File: src/rtl/conv_pkg.sv
// rtl/conv_pkg.sv - shared types and constants for the convolution array control path
package conv_pkg;

   typedef enum logic [1:0] {
      EMPTY,
      LOAD,
      RUN,
      DRAIN
   } kl_state_t;

   localparam int SLICE_PIPELINE       = 6;
   localparam int DRAIN_CYCLES_DEFAULT = SLICE_PIPELINE * 3 + 1;

   // Counter width for values 0..n-1, never narrower than one bit.
   function automatic int clog2_min1(input int n);
      return (n <= 2) ? 1 : $clog2(n);
   endfunction

endpackage

File: src/rtl/kernel_loader.sv
// rtl/kernel_loader.sv - kernel weight loader and image stream gate for the convolution array
module kernel_loader
   import conv_pkg::*;
#(
   parameter int SLICE_NB     = 3,
   parameter int MAC_NB       = 3,
   parameter int WEIGHT_WIDTH = 16,
   parameter int IMAGE_WIDTH  = 16,
   parameter int DRAIN_CYCLES = DRAIN_CYCLES_DEFAULT
) (
   input  logic                            clk,
   input  logic                            rst,
   input  logic                            load_start,
   input  logic [WEIGHT_WIDTH-1:0]         cfg_weight,
   input  logic                            cfg_valid,
   output logic                            cfg_ready,
   output logic [WEIGHT_WIDTH-1:0]         weight,
   output logic [SLICE_NB*MAC_NB-1:0]      weight_valid,
   input  logic [IMAGE_WIDTH*MAC_NB-1:0]   image_in,
   input  logic                            image_in_valid,
   output logic                            image_in_ready,
   output logic [IMAGE_WIDTH*MAC_NB-1:0]   image_out,
   output logic                            image_out_valid,
   output logic                            loaded
);

   localparam int KNB   = SLICE_NB * MAC_NB;
   localparam int IMG_W = IMAGE_WIDTH * MAC_NB;
   localparam int IDX_W = clog2_min1(KNB);
   localparam int CNT_W = clog2_min1(DRAIN_CYCLES + 1);

   localparam logic [IDX_W-1:0] IDX_LAST = IDX_W'(KNB - 1);
   localparam logic [CNT_W-1:0] CNT_LOAD = CNT_W'(DRAIN_CYCLES);
   localparam logic [CNT_W-1:0] CNT_ONE  = CNT_W'(1);
   localparam logic [IDX_W-1:0] IDX_ONE  = IDX_W'(1);
   localparam logic [KNB-1:0]   STROBE_0 = KNB'(1);

   kl_state_t               state_q, state_d;
   logic [IDX_W-1:0]        idx_q, idx_d;
   logic [CNT_W-1:0]        cnt_q, cnt_d;
   logic [WEIGHT_WIDTH-1:0] weight_q, weight_d;
   logic [KNB-1:0]          wv_q, wv_d;
   logic [IMG_W-1:0]        img_q, img_d;
   logic                    img_v_q, img_v_d;
   logic                    cfg_hs;
   logic                    img_hs;

   // Handshake readiness comes from the state register alone, keeping inputs off output paths.
   assign cfg_ready       = (state_q == LOAD);
   assign image_in_ready  = (state_q == RUN);
   assign loaded          = (state_q == RUN);
   assign cfg_hs          = cfg_valid & cfg_ready;
   assign img_hs          = image_in_valid & image_in_ready;

   assign weight          = weight_q;
   assign weight_valid    = wv_q;
   assign image_out       = img_q;
   assign image_out_valid = img_v_q;

   always_ff @(posedge clk) begin
      if (rst) begin
         state_q  <= EMPTY;
         idx_q    <= '0;
         cnt_q    <= '0;
         weight_q <= '0;
         wv_q     <= '0;
         img_q    <= '0;
         img_v_q  <= 1'b0;
      end else begin
         state_q  <= state_d;
         idx_q    <= idx_d;
         cnt_q    <= cnt_d;
         weight_q <= weight_d;
         wv_q     <= wv_d;
         img_q    <= img_d;
         img_v_q  <= img_v_d;
      end
   end

   always_comb begin
      state_d  = state_q;
      idx_d    = idx_q;
      cnt_d    = cnt_q;
      weight_d = weight_q;
      wv_d     = '0;
      img_d    = img_q;
      img_v_d  = 1'b0;

      case (state_q)
         EMPTY: begin
            if (load_start) begin
               state_d = LOAD;
               idx_d   = '0;
            end
         end

         LOAD: begin
            if (cfg_hs) begin
               weight_d = cfg_weight;
               wv_d     = STROBE_0 << idx_q;
               if (idx_q == IDX_LAST) begin
                  state_d = RUN;
                  idx_d   = '0;
               end else begin
                  idx_d = idx_q + IDX_ONE;
               end
            end
         end

         RUN: begin
            if (img_hs) begin
               img_d   = image_in;
               img_v_d = 1'b1;
            end
            if (load_start) begin
               state_d = DRAIN;
               cnt_d   = CNT_LOAD;
            end
         end

         DRAIN: begin
            // Leaving when the counter would reach zero gives exactly DRAIN_CYCLES idle cycles.
            if (cnt_q <= CNT_ONE) begin
               state_d = LOAD;
               idx_d   = '0;
               cnt_d   = '0;
            end else begin
               cnt_d = cnt_q - CNT_ONE;
            end
         end

         default: begin
            state_d = EMPTY;
         end
      endcase
   end

endmodule

File: config.mk
export PLATFORM = sky130hd
export DESIGN_NAME = kernel_loader
export DESIGN_NICKNAME = d
export VERILOG_FILES = /design/src/rtl/conv_pkg.sv /design/src/rtl/kernel_loader.sv
export SDC_FILE = /design/constraint.sdc
export NUM_CORES = 1
export LEC_CHECK = 0
export CAP_MARGIN = 20
export CORE_MARGIN = 2
export CORE_UTILIZATION = 30
export DETAILED_ROUTE_END_ITERATION = 16
export GPL_TIMING_DRIVEN = 0
export SYNTH_ARGS = -nofsm -noshare
export SYNTH_HDL_FRONTEND = slang
export SYNTH_SLANG_ARGS = --single-unit
File: constraint.sdc
create_clock -name clk -period 2.5 [get_ports clk]
set_clock_uncertainty 0.1 [all_clocks]
set_input_delay 0.375 -clock clk [delete_from_list [all_inputs] [get_ports clk]]
set_output_delay 0.375 -clock clk [all_outputs]
set_load 0.1 [all_outputs]
Yosys cells after proc, flatten, opt, wreduce, memory -nomap -nowiden
Index checks and enable logic that the tools add are counted.
Operators by class
  bitwise operators: 5
  magnitude comparators: 1
  multiplexer cells: 15
  reduce and logical (&&, ||, !) cells: 10
  add/sub/neg operators: 2
  shift-type cells: 1
  equal/unequal tests: 9
Operators by type and width (number)
  two-way mux 4 bit: 4
  one-hot mux 4 bit (3 select lines): 1
  two-way mux 2 bit: 5
  two-way mux 5 bit: 2
  one-hot mux 5 bit (2 select lines): 1
  left shift 1 x 4 -> 9 bit (first input constant): 1
  one-hot mux 2 bit (4 select lines): 1
  inequality test 2 bit (second input constant): 3
  AND reduction 2 bit: 3
  less-or-equal comparator 5 x 1 -> 1 bit (second input constant): 1
  AND reduction 5 bit: 1
  subtractor 5 x 1 -> 5 bit (second input constant): 1
  adder 4 x 1 -> 4 bit (second input constant): 1
  == test 2 bit (second input constant): 2
  == test 4 bit (second input constant): 1
  inequality test 2 x 1 -> 1 bit (second input constant): 2
  AND reduction 4 bit: 1
  NOT 1 bit: 3
  nonzero test 3 bit: 1
  OR reduction 3 bit: 1
  AND 1 bit: 2
  == test 2 x 1 -> 1 bit (second input constant): 1
  zero test 2 bit: 1
  nonzero test 2 bit: 1
  other kinds (2): 2
Storage, ports and cells
  input port bits: 69
  flip-flop bits (word level): 85
  output and inout bits: 77

Longest topological paths before layout
Gate-level depths: netlist of run 1.
  word-level depth: 4
  gate-level depth with buffers: 8

Least setup slack after synthesis of run 1
Ideal clock, no wire load.
  path kind: reg2reg
  start point: register state_q[0]
  end point: register img_q[21] (netlist: image_out[21])
  stages on the path, launching flop included: 8
  arrival time: 2320 ps
  slack: 10 ps
  path through: dfxtp_1 inv_1 ha_1 and2_1 clkbuf_1 clkbuf_1 nand2_1 a21oi_1
On the way
  longest elaborated chain between the ends: 3
Ends and longest elaborated chain
  start: declaration: line kernel_loader.sv:38  | kl_state_t state_q, state_d;
  start signal: assignment: line kernel_loader.sv:70  | state_q <= state_d;
  == test 2 bit (*): line kernel_loader.sv:50  | assign image_in_ready = (state_q == RUN);
  named net image_in_ready: line kernel_loader.sv:21  | output logic image_in_ready,
  AND 1 bit: line kernel_loader.sv:53  | assign img_hs = image_in_valid & image_in_ready;
  AND reduction 2 bit (no source line) (*)
  end signal: assignment: line kernel_loader.sv:75  | img_q <= img_d;
  end: declaration: line kernel_loader.sv:43  | logic [IMG_W-1:0] img_q, img_d;
Mark *: on every way through the listed nets, which the timed path passes. The rest lies on a longest branch.
A chain may end at the register's enable or synchronous reset.

Worst setup path after layout of run 1
  start point: register state_q[1]
  end point: output cfg_ready
On the way
  longest elaborated chain between the ends: 1
Ends and longest elaborated chain
  == test 2 x 1 -> 1 bit: line kernel_loader.sv:49  | assign cfg_ready = (state_q == LOAD);
  end: declaration: line kernel_loader.sv:16  | output logic cfg_ready,
Every way passes these cells.

==> results of run 1 <==
-- logic make-up after synthesis --
group / count (synthesis) / synth area share [%]
buf+inv: 34 / 4.284
flops: 85 / 52.49
fa+ha+maj: 11 / 4.245
compound gates: 91 / 15.67
mux: 1 / 0.3473
simple gates: 171 / 22.96
-- worst min-delay path, cell delays in order, from the launching register on --
cell and delay, ns:
dfxtp_1 0.31, nand2_1 0.05, a21oi_1 0.05
-- report_power, final --
group / internal, W / switching, W
clock: 0.000452 / 0.000476
combinational: 0.000609 / 0.00155
sequential: 0.00151 / 0.0000968
-- area by class of cell --
class                   count  area [um2]
plain buffers              24       101.3
clock buffers              10       127.6
clock inverters             5       52.55
fillers                  1022        5385
inverters                  10       37.54
multi-input cells         274        1401
flip-flops and latches     85        1702
well taps                 136       170.2
repair buffers            144        1439
-- Yosys cell counts (all sizes together) (2+ instances only) --
master	instances	area share (%)
nor3	7	1.2
nand4	2	0.39
a32o	2	0.62
dfxtp	85	52
a21oi	71	11
nand2	133	15
ha	11	4.2
and2	10	1.9
nor2	4	0.46
o22ai	2	0.39
nor2b	2	0.62
clkbuf	19	2.2
buf	5	0.93
nand3	4	0.62
inv	10	1.2
o21ai	4	0.62
a21o	2	0.46
-- state kept, by name, summed over array words and instances (netlist names) --
signal           flops
weight_valid         9
idx_q                4
state_q              2
cnt_q                5
image_out           48
weight              16
image_out_valid      1
-- routing by layer --
layer  part of all wire, %  wire length, um  vias up  global-route usage (%)
met4                   1.8              163        0                   5.586
met5                     0                0        -                       0
met2                    48             4301       84                   25.43
met3                   6.9              612       12                   5.184
met1                    43             3843     1412                   18.32
li1                      -                -     1602                       -
-- per-stage QoR --
stage / hold WS (ns) / setup TNS (ns) / std cells / total power (W) / area (um2)
floorplan: 0.3950 / 0 / 393 / 0.003273 / 3242
global placement: 0.3412 / -0.03136 / 673 / 0.003793 / 4853
detailed placement: 0.3475 / -0.05323 / 673 / 0.003815 / 4853
CTS: 0.3520 / 0 / 688 / 0.004748 / 5031
global route: 0.3712 / 0 / 688 / 0.004958 / 5031
finish: 0.3546 / 0 / 688 / 0.004697 / 5031
-- how the worst max path moves through the flow --
stage                       startpoint                         end  slack [ns]  depth (start not counted)
2_1_floorplan  state_q[0]$_SDFFE_PP0P_  image_out[21]$_SDFFE_PP0P_        0.01                          7
4_1_cts        state_q[1]$_SDFFE_PP0P_                   cfg_ready        0.14                          3
3_3_place_gp   state_q[0]$_SDFFE_PP0P_                      loaded       -0.03                          4
3_5_place_dp   state_q[0]$_SDFFE_PP0P_                      loaded       -0.05                          4
6_report       state_q[1]$_SDFFE_PP0P_                   cfg_ready        0.17                          3
5_1_grt        state_q[0]$_SDFFE_PP0P_  image_out[14]$_SDFFE_PP0P_        0.05                          7
==> impl_metrics.json, run 1 <==
{
  "finalCoreUtilization_pct": 48.30,
  "die_w_um": 108.0,
  "rows": 37,
  "post_drt_wl_per_cell_um": 12.97,
  "synthArstFlopShare_pct": 0,
  "area_delta_synth_final_pct": 55.19,
  "status": "finished clean",
  "synth-seq-area-share_pct": 52.49,
  "grt_pass1_vias": 2940,
  "grt_overflow": 0,
  "htreeDepth": 3,
  "power.leakage_nw": 1.731,
  "io_buffers": 144,
  "final_nets": 628,
  "drc": 0,
  "cts_resized": 7,
  "critPathMaxFanout": 4,
  "post-place-ws_ns": -0.05323,
  "synth_warnings": 0,
  "cp_data_required_time_ns": 2.03,
  "synth_edf_count": 0,
  "ant_nets": 0,
  "final_cell_mix": "clkdlybuf4s50_1, nand2_1, dfxtp_1",
  "fin_crit_ns": 2.331,
  "avgSynthCellArea_um2": 8.249,
  "antenna_found_initial": 0,
  "drt_iter0_drc": 102,
  "clock-sinks": 85,
  "ys_ff_latch": 85,
  "fin_crit_sh_pct": 93.25,
  "firstDrtPassIters": 4,
  "crit_type": "reg2out",
  "ys_types": 42,
  "synth_ff_type": "dfxtp_1",
  "clock.fmax_ghz": 0.4290,
  "clk_pin_slew_ns": 0.08,
  "die_area_um2": 11650,
  "worst_ep_arrival_time_ns": 1.86,
  "rsz0062_at_grt": "no",
  "worst-r2r-setup-slack_ns": 0.33,
  "hold_buffers": 0,
  "rr_worst_depth": 7,
  "grt_start_max_net_pins": 14,
  "start_kind": "register",
  "r2r-start": "state_q[0]$_SDFFE_PP0P_",
  "finalHoldViolations": 0,
  "cts_tree": "built",
  "rr_endpoint": "image_out[18]$_SDFFE_PP0P_",
  "synthCells": 393,
  "hold_start": "image_out[38]$_SDFFE_PP0P_",
  "whs_endpoint": "image_out[38]$_SDFFE_PP0P_",
  "via_per_inst": 4.520,
  "diodes": 0,
  "min_path_cells": 2,
  "min_path_type": "reg2reg",
  "clk_latency_ns": 0.34,
  "setup_violations": 0,
  "start_util_pct": 31.12,
  "coreArea_um2": 10420,
  "cts.path.max_buffers": 2,
  "critPathSlowestCell": "dlygate4sd2_1",
  "place.gp.congestion": 0.7806,
  "finalWirelength_um": 8921,
  "grt_use_total_pct": 15.28,
  "cts_made_buffers": 9,
  "post-dp-hpwl_um": 6587,
  "vias": 3110,
  "layout_commonest_cell": "clkdlybuf4s50_1",
  "drive_gt1_share_pct": 4.710,
  "syn_area_um2": 3242,
  "cts_setup_buffers": 0,
  "cts-root-buf": "clkbuf_8",
  "power_density_nw_per_um2": 933.7,
  "ioPinCount": 146,
  "synthesis.nets": 473,
  "slew_headroom_pct": 31.99,
  "maxSlewViolCount": 0,
  "fin_ws_ns": 0.1688,
  "cap_viol_max_count": 0,
  "grt_pass1_wl_um": 14020,
  "worst_pin_slew_ns": 1.017,
  "die-height_um": 108.0,
  "cp_top_family": "buffers and inverters",
  "worst_path_largest_cell_delay_ns": 0.87,
  "crit_buf_inv": 2,
  "vdd_drop_max_mv": 0.3842,
  "end_kind": "primary output",
  "path_cells": "inv_1 > ha_1 > dlygate4sd2_1"
}
Power figures use the tool's default switching activity.
==> run 2: changes to the inputs <==
--- a/config.mk
+++ b/config.mk
@@ -8,8 +8,11 @@
 export CAP_MARGIN = 20
 export CORE_MARGIN = 2
 export CORE_UTILIZATION = 30
+export CTS_BUF_LIST = sky130_fd_sc_hd__clkbuf_16
 export DETAILED_ROUTE_END_ITERATION = 16
 export GPL_TIMING_DRIVEN = 0
+export RECOVER_POWER = 25
+export SLEW_MARGIN = 20
 export SYNTH_ARGS = -nofsm -noshare
 export SYNTH_HDL_FRONTEND = slang
 export SYNTH_SLANG_ARGS = --single-unit
==> run 2 against run 1 <==
Against the previous run: sequential cell count unchanged; count of clock-buffer cells in the layout decreased by 1; global-route usage barely moved; critical path type unchanged; cell area increased by 1.6%; maximum frequency is 1.0% higher; critical endpoint is now image_out[2].
==> impl_metrics.json, run 2 (synthesis results as in run 1) <==
{
  "clk_pin_slew_ns": 0.06,
  "grt_use_total_pct": 15.32,
  "cp_data_required_time_ns": 2.03,
  "cp_top_family": "buffers and inverters",
  "post_drt_wl_per_cell_um": 12.94,
  "worst_ep_arrival_time_ns": 1.83,
  "grt_most_used_layer": "met2",
  "place.gp.congestion": 0.7806,
  "rr_worst_depth": 7,
  "largest_reg_flops": 48,
  "rsz0062_at_grt": "no",
  "min_path_cells": 2,
  "start_kind": "register",
  "multi_input_area_um2": 1394,
  "htreeDepth": 3,
  "cts_setup_buffers": 0,
  "p_int_w": 0.002855,
  "min_path_type": "reg2reg",
  "firstDrtPassIters": 6,
  "cts_resized": 6,
  "diodes": 0,
  "crit_type": "reg2out",
  "drive_gt1_share_pct": 4.167,
  "power_density_nw_per_um2": 982.2,
  "p_clk_share_pct": 25.4,
  "fin_crit_sh_pct": 92.31,
  "setup_violations": 0,
  "critPathSlowestCell": "clkdlybuf4s50_1",
  "critPathMaxFanout": 2,
  "grt_start_max_net_pins": 14,
  "final_cells": 688,
  "end_kind": "primary output",
  "drc": 0,
  "crit_buf_inv": 1,
  "p_sw_share_pct": 43.13,
  "fin_crit_ns": 2.308,
  "cap_viol_max_count": 0,
  "final_cell_mix": "clkdlybuf4s50_1, nand2_1, dfxtp_1",
  "grt_overflow": 0,
  "post-place-ws_ns": -0.05323,
  "via_per_inst": 4.519,
  "drt_iter0_drc": 89,
  "power.leakage_nw": 1.770,
  "fin_total_pwr_w": 0.005020,
  "area_delta_synth_final_pct": 57.66,
  "worst_path_largest_cell_delay_ns": 1.16,
  "placed_cells": 673,
  "path_cells": "clkdlybuf4s50_1",
  "grt_use_met2_pct": 25.52,
  "switching_power_w": 0.002165,
  "whs_endpoint": "image_out[38]$_SDFFE_PP0P_",
  "worst-r2r-setup-slack_ns": 0.32,
  "cts.path.max_buffers": 2,
  "grt_pass1_vias": 2955,
  "die_w_um": 108.0,
  "p_comb_share_pct": 42.5,
  "hold_start": "image_out[38]$_SDFFE_PP0P_",
  "io_buffers": 144,
  "pwr-share-seq_pct": 32.0,
  "final_nets": 628,
  "r2r-start": "state_q[0]$_SDFFE_PP0P_",
  "slew_headroom_pct": 31.95,
  "cts_made_buffers": 9,
  "regArea_um2": 1702,
  "vdd_drop_max_mv": 0.3631,
  "clock-sinks": 85,
  "finalHoldViolations": 0,
  "maxSlewViolCount": 0,
  "clock.fmax_ghz": 0.4333,
  "die-height_um": 108.0,
  "die_area_um2": 11650,
  "fin_ws_ns": 0.1924,
  "status": "finished clean",
  "layout_commonest_cell": "clkdlybuf4s50_1",
  "gr-usage-met3_pct": 4.822,
  "ant_nets": 0,
  "grt_pass1_wl_um": 14000,
  "finalWirelength_um": 8906,
  "start_util_pct": 31.12,
  "fill_cells": 1017,
  "ioPinCount": 146,
  "worst_pin_slew_ns": 1.018,
  "clk_latency_ns": 0.33,
  "hold_buffers": 0,
  "cts-root-buf": "clkbuf_16",
  "coreArea_um2": 10420,
  "cts_tree": "built",
  "post-dp-hpwl_um": 6587,
  "globalRouteMet1Util_pct": 18.13,
  "antenna_found_initial": 0,
  "vias": 3109,
  "rows": 37,
  "rr_endpoint": "image_out[18]$_SDFFE_PP0P_"
}
## run 2: cell types whose count changed in the layout (fill, tap and decap cells not counted), sizes merged
cell,previous run,this run
clkdlybuf4s15,1,0
inv,10,11
buf,6,5
clkbuf,29,30
## run 2: cell type report
class	instances	share of cell area, %
Inverter	10	0.7344
Clock inverter	6	1.102
Tap cell	136	3.329
Sequential cell	85	33.29
Multi-Input combinational cell	274	27.27
Timing Repair Buffer	144	28.03
Buffer	24	1.836
Clock buffer	9	4.406
## run 2: power groups by stage
stage	Sequential [W]	Combinational [W]	Clock [W]
6_report	0.00161	0.00214	0.00128
5_1_grt	0.00163	0.00227	0.00139
4_1_cts	0.00161	0.00218	0.00132
3_5_place_dp	0.00164	0.00218	0
3_3_place_gp	0.00163	0.00216	0
2_1_floorplan	0.00248	0.000793	0
## run 2: through the flow
stage,instance area (um2),utilization (%),TNS [ns],hold slack [ns]
global route,5111,49.07,0,0.3675
finish,5111,49.07,0,0.3523
floorplan,3242,-,0,0.3950
global placement,4853,46.59,-0.03136,0.3412
detailed placement,4853,46.59,-0.05323,0.3475
CTS,5131,49.26,0,0.3541
## run 2: how the worst max path moves through the flow
stage	slack, ns	to	depth (start not counted)	start
after CTS	0.006	image_in_ready	3	state_q[0]$_SDFFE_PP0P_
after detailed placement	-0.05	loaded	4	state_q[0]$_SDFFE_PP0P_
final	0.19	image_out[2]	1	image_out[2]$_SDFFE_PP0P_
after floorplan	0.01	image_out[21]$_SDFFE_PP0P_	7	state_q[0]$_SDFFE_PP0P_
after global placement	-0.03	loaded	4	state_q[0]$_SDFFE_PP0P_
after global routing	0.06	image_out[14]$_SDFFE_PP0P_	7	state_q[0]$_SDFFE_PP0P_
## run 2: routing by layer
metal	routed length [um]	vias up	part of all wire [%]
met5	0	-	0
met4	150	0	1.7
met3	580	9	6.5
met2	4360	79	49
met1	3814	1423	43
li1	-	1598	-
